==> src/rtl/defines.sv <==
// rtl/defines.sv - shared data width for the req/ack and valid/ready bridges
`ifndef WIDTH
`define WIDTH 8
`endif

==> src/rtl/bridge_pkg.sv <==
// rtl/bridge_pkg.sv - shared types and constants for the handshake bridges
package bridge_pkg;

    typedef enum logic {RX_IDLE = 1'b0, RX_ACK = 1'b1} rx_state_t;

    localparam int HS_SYNC_STAGES = 2;

endpackage

==> src/rtl/hs_rx_fifo.sv <==
// rtl/hs_rx_fifo.sv - first-word-fall-through receive FIFO with occupancy count
`ifndef WIDTH
`define WIDTH 8
`endif

module hs_rx_fifo #(
    parameter int DEPTH = 4
) (
    input  logic                      clk,
    input  logic                      rst,
    input  logic                      wr_en,
    input  logic                      rd_en,
    input  logic [`WIDTH-1:0]         data_in,
    output logic [`WIDTH-1:0]         data_out,
    output logic                      full,
    output logic                      empty,
    output logic [$clog2(DEPTH):0]    level
);

    localparam int AW = $clog2(DEPTH);
    localparam logic [AW:0] FULL_LEVEL = (AW+1)'(DEPTH);

    logic [`WIDTH-1:0] mem_q [DEPTH];
    logic [AW-1:0]     wr_ptr_q, wr_ptr_d;
    logic [AW-1:0]     rd_ptr_q, rd_ptr_d;
    logic [AW:0]       level_q, level_d;
    logic              do_wr, do_rd;

    assign full  = (level_q == FULL_LEVEL);
    assign empty = (level_q == '0);
    assign level = level_q;

    // Guard both sides here so the pointers can never overrun regardless of caller.
    assign do_wr = wr_en & ~full;
    assign do_rd = rd_en & ~empty;

    assign data_out = mem_q[rd_ptr_q];

    always_comb begin
        wr_ptr_d = wr_ptr_q;
        rd_ptr_d = rd_ptr_q;
        level_d  = level_q;
        if (do_wr) begin
            wr_ptr_d = wr_ptr_q + AW'(1);
        end
        if (do_rd) begin
            rd_ptr_d = rd_ptr_q + AW'(1);
        end
        case ({do_wr, do_rd})
            2'b10:   level_d = level_q + (AW+1)'(1);
            2'b01:   level_d = level_q - (AW+1)'(1);
            default: level_d = level_q;
        endcase
    end

    always_ff @(posedge clk or negedge rst) begin
        if (!rst) begin
            wr_ptr_q <= '0;
            rd_ptr_q <= '0;
            level_q  <= '0;
        end else begin
            wr_ptr_q <= wr_ptr_d;
            rd_ptr_q <= rd_ptr_d;
            level_q  <= level_d;
        end
    end

    // Storage needs no reset: occupancy alone decides what is visible.
    always_ff @(posedge clk) begin
        if (do_wr) begin
            mem_q[wr_ptr_q] <= data_in;
        end
    end

endmodule

==> src/rtl/hs_to_vr_bridge.sv <==
// rtl/hs_to_vr_bridge.sv - 4-phase req/ack to valid/ready bridge; HS_REQ_SYNC_EN adds a req synchronizer
`ifndef WIDTH
`define WIDTH 8
`endif

module hs_to_vr_bridge
    import bridge_pkg::*;
#(
    parameter int DEPTH = 4
) (
    input  logic                      clk,
    input  logic                      rst,
    input  logic                      en,
    input  logic                      req,
    input  logic [`WIDTH-1:0]         data_in,
    output logic                      ack,
    output logic                      valid,
    input  logic                      ready,
    output logic [`WIDTH-1:0]         data_out,
    output logic [$clog2(DEPTH):0]    level
);

    rx_state_t         state_q, state_d;
    logic              req_s;
    logic              wr_en;
    logic              rd_en;
    logic              full;
    logic              empty;
    logic [`WIDTH-1:0] fifo_data;

`ifdef HS_REQ_SYNC_EN
    logic [HS_SYNC_STAGES-1:0] sync_q, sync_d;

    assign sync_d = {sync_q[HS_SYNC_STAGES-2:0], req};
    assign req_s  = sync_q[HS_SYNC_STAGES-1];

    always_ff @(posedge clk or negedge rst) begin
        if (!rst) begin
            sync_q <= '0;
        end else begin
            sync_q <= sync_d;
        end
    end
`else
    assign req_s = req;
`endif

    // The accepting edge both writes the word and raises ack, so one word per transaction.
    always_comb begin
        state_d = state_q;
        wr_en   = 1'b0;
        case (state_q)
            RX_IDLE: begin
                if (req_s && en && !full) begin
                    state_d = RX_ACK;
                    wr_en   = 1'b1;
                end
            end
            RX_ACK: begin
                if (!req_s) begin
                    state_d = RX_IDLE;
                end
            end
            default: state_d = RX_IDLE;
        endcase
    end

    always_ff @(posedge clk or negedge rst) begin
        if (!rst) begin
            state_q <= RX_IDLE;
        end else begin
            state_q <= state_d;
        end
    end

    assign ack      = (state_q == RX_ACK);
    assign valid    = ~empty;
    assign rd_en    = valid & ready;
    assign data_out = valid ? fifo_data : '0;

    hs_rx_fifo #(
        .DEPTH (DEPTH)
    ) u_fifo (
        .clk      (clk),
        .rst      (rst),
        .wr_en    (wr_en),
        .rd_en    (rd_en),
        .data_in  (data_in),
        .data_out (fifo_data),
        .full     (full),
        .empty    (empty),
        .level    (level)
    );

endmodule

==> config.mk <==
export PLATFORM = sky130hd
export DESIGN_NAME = hs_to_vr_bridge
export DESIGN_NICKNAME = d
export VERILOG_FILES = /design/src/rtl/defines.sv /design/src/rtl/bridge_pkg.sv /design/src/rtl/hs_rx_fifo.sv /design/src/rtl/hs_to_vr_bridge.sv
export SDC_FILE = /design/constraint.sdc
export NUM_CORES = 1
export LEC_CHECK = 0
export BUFFER_PORTS_ARGS = -buffer_cell sky130_fd_sc_hd__buf_2
export CAP_MARGIN = 5
export CORE_MARGIN = 8
export CORE_UTILIZATION = 49
export CTS_CLUSTER_DIAMETER = 200
export CTS_CLUSTER_SIZE = 20
export DETAILED_ROUTE_END_ITERATION = 12
export PLACE_DENSITY = 0.71
export REMOVE_ABC_BUFFERS = 1
export SETUP_SLACK_MARGIN = 0.5
export SYNTH_ARGS = -nofsm -noshare
export SYNTH_HDL_FRONTEND = slang
export SYNTH_SLANG_ARGS = --single-unit
==> constraint.sdc <==
create_clock -name clk -period 1.8 [get_ports clk]
set_input_delay 0.36 -clock clk [delete_from_list [all_inputs] [get_ports clk]]
set_output_delay 0.36 -clock clk [all_outputs]
set_load 0.01 [all_outputs]
==> impl_metrics.prom <==
# TYPE chip_impl_metric gauge
chip_impl_metric{name="clock_tree.buffer_depth",unit=""} 2
chip_impl_info{name="clk_root_buffer_cell",value="sky130_fd_sc_hd__clkbuf_4"} 1
chip_impl_metric{name="clkTransAtPathRegs",unit="ps"} 120
chip_impl_metric{name="post-synth-top-area-fraction",unit="%"} 57.0
chip_impl_info{name="hold_class",value="in -> reg"} 1
chip_impl_metric{name="yosysSeqAreaShare",unit="%"} 68.9
chip_impl_metric{name="firstDrtPassIters",unit=""} 4
chip_impl_info{name="timing.hold.worst.start",value="data_in[1]"} 1
chip_impl_metric{name="place.detailed.hpwl",unit="mm"} 2.08
chip_impl_metric{name="tns",unit="ps"} -2030
chip_impl_metric{name="viasPerCell",unit=""} 5.05
chip_impl_metric{name="synthesized_area_fraction_occupied_by_ao_oa_aoi_and_oai_cells",unit="%"} 2.08
chip_impl_metric{name="drc",unit=""} 0
chip_impl_metric{name="timing.critical_path.slowest_cell_delay",unit="ps"} 490
chip_impl_metric{name="cts_inserted_buffers",unit=""} 5
chip_impl_metric{name="postSynthRegisterBits",unit=""} 40
chip_impl_metric{name="grt.overflow.total",unit=""} 0
chip_impl_info{name="outcome",value="complete, but fails checks"} 1
chip_impl_metric{name="die-width",unit="um"} 74.6
chip_impl_metric{name="netlist_instances",unit=""} 90
chip_impl_metric{name="yosys_warnings",unit=""} 0
chip_impl_metric{name="period_utilization_post_route",unit="%"} 112
chip_impl_metric{name="timing_worst_slew_pin_value",unit="ps"} 267
chip_impl_info{name="crit_chain",value="buf_6 -> mux4_2 -> and2_1 -> buf_2"} 1
chip_impl_info{name="rsz0062_at_grt",value="true"} 1
chip_impl_metric{name="first_global_vias",unit=""} 1036
chip_impl_metric{name="grt_first_pass_wirelength",unit="mm"} 5.14
chip_impl_metric{name="io_pins",unit=""} 26
chip_impl_metric{name="placedCellCount",unit=""} 167
chip_impl_metric{name="final_max_slew_viol_count",unit=""} 0
chip_impl_metric{name="achievable-frequency",unit="MHz"} 494
chip_impl_metric{name="crit_arrival",unit="ps"} 1660
chip_impl_metric{name="finish.net_count",unit=""} 158
chip_impl_metric{name="synth-simple-area-share",unit="%"} 6.24
chip_impl_metric{name="cellPowerDensity",unit="mW/mm2"} 1610
chip_impl_info{name="cp_slowest_cell",value="sky130_fd_sc_hd__mux4_2"} 1
chip_impl_metric{name="detailroute.via_count",unit=""} 940
chip_impl_metric{name="worst-path-max-fanout",unit=""} 4
chip_impl_metric{name="grt_start_max_net_pins",unit=""} 14
chip_impl_info{name="path_delay_family",value="multiplexers"} 1
chip_impl_metric{name="antenna-diode-count",unit=""} 0
chip_impl_metric{name="setup.reg_to_reg.worst_slack",unit="ps"} -140
chip_impl_metric{name="timing.hold.ws",unit="ps"} 240
chip_impl_metric{name="area_delta_synth_final",unit="%"} 34.2
chip_impl_metric{name="placement_rows",unit=""} 21
chip_impl_metric{name="synthesis.area",unit="mm2"} 0.00169
chip_impl_metric{name="cp.required",unit="ps"} 1440
chip_impl_metric{name="drt_first_iter_violations",unit=""} 54
chip_impl_metric{name="die_height",unit="um"} 74.6
chip_impl_info{name="most_common_cell_after_layout_fill_and_taps_aside",value="sky130_fd_sc_hd__edfxtp_1"} 1
chip_impl_metric{name="setup_slack",unit="ps"} -225
chip_impl_metric{name="port_buffers",unit=""} 25
chip_impl_metric{name="clkLatencyLatePin",unit="ps"} 330
chip_impl_metric{name="synth-adder-area-share",unit="%"} 4.90
chip_impl_metric{name="final_cells",unit=""} 186
chip_impl_metric{name="wl",unit="mm"} 3.28
chip_impl_metric{name="critPathBufInv",unit=""} 2
chip_impl_info{name="layout.cells.most_common_list",value="sky130_fd_sc_hd__edfxtp_1 (32), sky130_fd_sc_hd__buf_6 (22), sky130_fd_sc_hd__buf_2 (16)"} 1
chip_impl_metric{name="start_util",unit="%"} 50.9
chip_impl_metric{name="ir_drop",unit="uV"} 783
chip_impl_metric{name="skew",unit="ps"} 11.1
chip_impl_metric{name="synth_xor_area_share",unit="%"} 3.12
chip_impl_metric{name="antenna_found_initial",unit=""} 0
chip_impl_metric{name="fraction_of_layout_instances_using_a_drive_strength_above_1",unit="%"} 61.4
chip_impl_metric{name="synth.area.mux_share",unit="%"} 12.2
chip_impl_metric{name="timing.slew.headroom",unit="%"} 82.2
chip_impl_info{name="reg2reg_from",value="u_fifo.level[0]"} 1
chip_impl_metric{name="setup_viol",unit=""} 11
chip_impl_metric{name="track_usage",unit="%"} 12.9
chip_impl_metric{name="floorplan.die_area",unit="mm2"} 0.00557
chip_impl_metric{name="cts.sink_count",unit=""} 40
chip_impl_metric{name="final_core_area_utilization",unit="%"} 68.3
chip_impl_metric{name="floorplan.core_area",unit="mm2"} 0.00331
chip_impl_metric{name="post_layout_min_period",unit="ps"} 2020
chip_impl_info{name="failed_checks",value="setup timing"} 1
chip_impl_info{name="timing.critical_path.from_type",value="register"} 1
chip_impl_metric{name="route.detailed.wl_per_inst",unit="um"} 17.6
chip_impl_info{name="cts_tree",value="yes"} 1
chip_impl_metric{name="max_cap_violations",unit=""} 0
chip_impl_metric{name="synth.avg_cell_area",unit="um2"} 18.7
chip_impl_metric{name="p_leak",unit="nW"} 0.897
chip_impl_metric{name="drtAntennaViolNets",unit=""} 0
chip_impl_metric{name="gp_congestion",unit=""} 0.768
chip_impl_info{name="netlist_top_cells_area",value="sky130_fd_sc_hd__edfxtp_1 (57%), sky130_fd_sc_hd__dfrtp_1 (12%), sky130_fd_sc_hd__mux4_2 (11%), sky130_fd_sc_hd__ha_1 (3.7%), sky130_fd_sc_hd__and2_1 (3.3%)"} 1
chip_impl_metric{name="hold_violations",unit=""} 0
chip_impl_info{name="critPathLaunch",value="u_fifo.rd_ptr_q[0]"} 1
chip_impl_info{name="combinational_family_with_the_most_area_after_synthesis",value="multiplexers"} 1
chip_impl_info{name="type_of_the_worst_setup_path",value="reg -> out"} 1
chip_impl_info{name="yosys.area.top_type",value="sky130_fd_sc_hd__edfxtp_1"} 1
chip_impl_metric{name="level_count_of_the_clock_h_tree",unit=""} 2
chip_impl_metric{name="synth_cell_types",unit=""} 22
chip_impl_info{name="end_kind",value="primary output"} 1
what timing repair did:
| action | in CTS | in global routing |
|---|---|---|
| pin swaps | 16 | 2 |
| resized for setup | 30 | 19 |
| setup buffers | 6 | 3 |
| endpoints found under the setup margin | 48 | 53 |
| hold buffers | 1 | 0 |
| hold endpoints to repair | 8 | 0 |
| gates cloned | 1 | 0 |
cell families after synthesis:
kind of cell	after synthesis
buffers and inverters	9
and+or+nand+nor	17
DFF	40
muxes	10
adders and majority gates	6
AOI/OAI and AO/OA	2
xor gates and xnor gates	6
routing by layer:
metal  track usage (%)  up-vias  wire [um]
met5                 0        -          0
met3              3.46        4        157
met4              6.52        0         31
met1              15.9      486       1310
li1                  -      429          -
met2              20.5       21       1770
sequential cells by signal (all words and copies together), names as in the netlist:
register and count:
ack 1, u_fifo.mem_q 32, u_fifo.rd_ptr_q 2, u_fifo.wr_ptr_q 2
u_fifo.level 3
final timing paths:
| kind | endpoint | cells after the start |
|---|---|---|
| max in group asynchronous | u_fifo.rd_ptr_q[0] | 2 |
| worst max register to register | u_fifo.level[1] | 9 |
| min in group asynchronous | u_fifo.level[1] | 2 |
| worst min register to register | ack | 1 |
| worst min-delay path | u_fifo.mem_q[0][1] | 1 |
| worst max-delay path | data_out[4] | 4 |
cells in the mapped netlist:
library cell               number
sky130_fd_sc_hd__nand3_1        1
sky130_fd_sc_hd__edfxtp_1      32
sky130_fd_sc_hd__buf_2          1
sky130_fd_sc_hd__ha_1           5
sky130_fd_sc_hd__mux2i_1        1
sky130_fd_sc_hd__xnor2_1        3
sky130_fd_sc_hd__xor2_1         3
sky130_fd_sc_hd__nand2_1        1
sky130_fd_sc_hd__dfrtp_1        8
sky130_fd_sc_hd__a21o_2         1
sky130_fd_sc_hd__clkbuf_2       1
sky130_fd_sc_hd__mux2_4         1
sky130_fd_sc_hd__nor2_1         1
sky130_fd_sc_hd__fa_1           1
sky130_fd_sc_hd__buf_6          1
sky130_fd_sc_hd__inv_1          5
sky130_fd_sc_hd__a311oi_4       1
sky130_fd_sc_hd__and2_1         9
sky130_fd_sc_hd__inv_2          1
sky130_fd_sc_hd__and2_2         4
sky130_fd_sc_hd__mux4_2         8
sky130_fd_sc_hd__or3_1          1
metrics by stage:
stage                     area [um2]  setup WS [ps]  total power [mW]
after floorplan                 1660           -241              2.00
after global placement          1910          -7.47              2.43
after detailed placement        1910           -116              2.48
after CTS                       2170           -286              3.39
after global routing            2260           -289              3.85
final                           2260           -225              3.64
power breakdown:
part	total (mW)	switching, mW	internal (mW)
clock	0.571	0.281	0.290
sequential	1.31	0.150	1.16
combinational	1.76	0.693	1.07
area by class of cell:
type | instances | area [um2]
well taps | 46 | 57.6
repair buffers | 45 | 383
multi-input cells | 41 | 551
flip-flops and latches | 40 | 1160
clock inverters | 3 | 42.5
inverters | 6 | 27.5
fillers | 241 | 1050
clock buffers | 5 | 37.5
(Power assumes the default switching activity.)
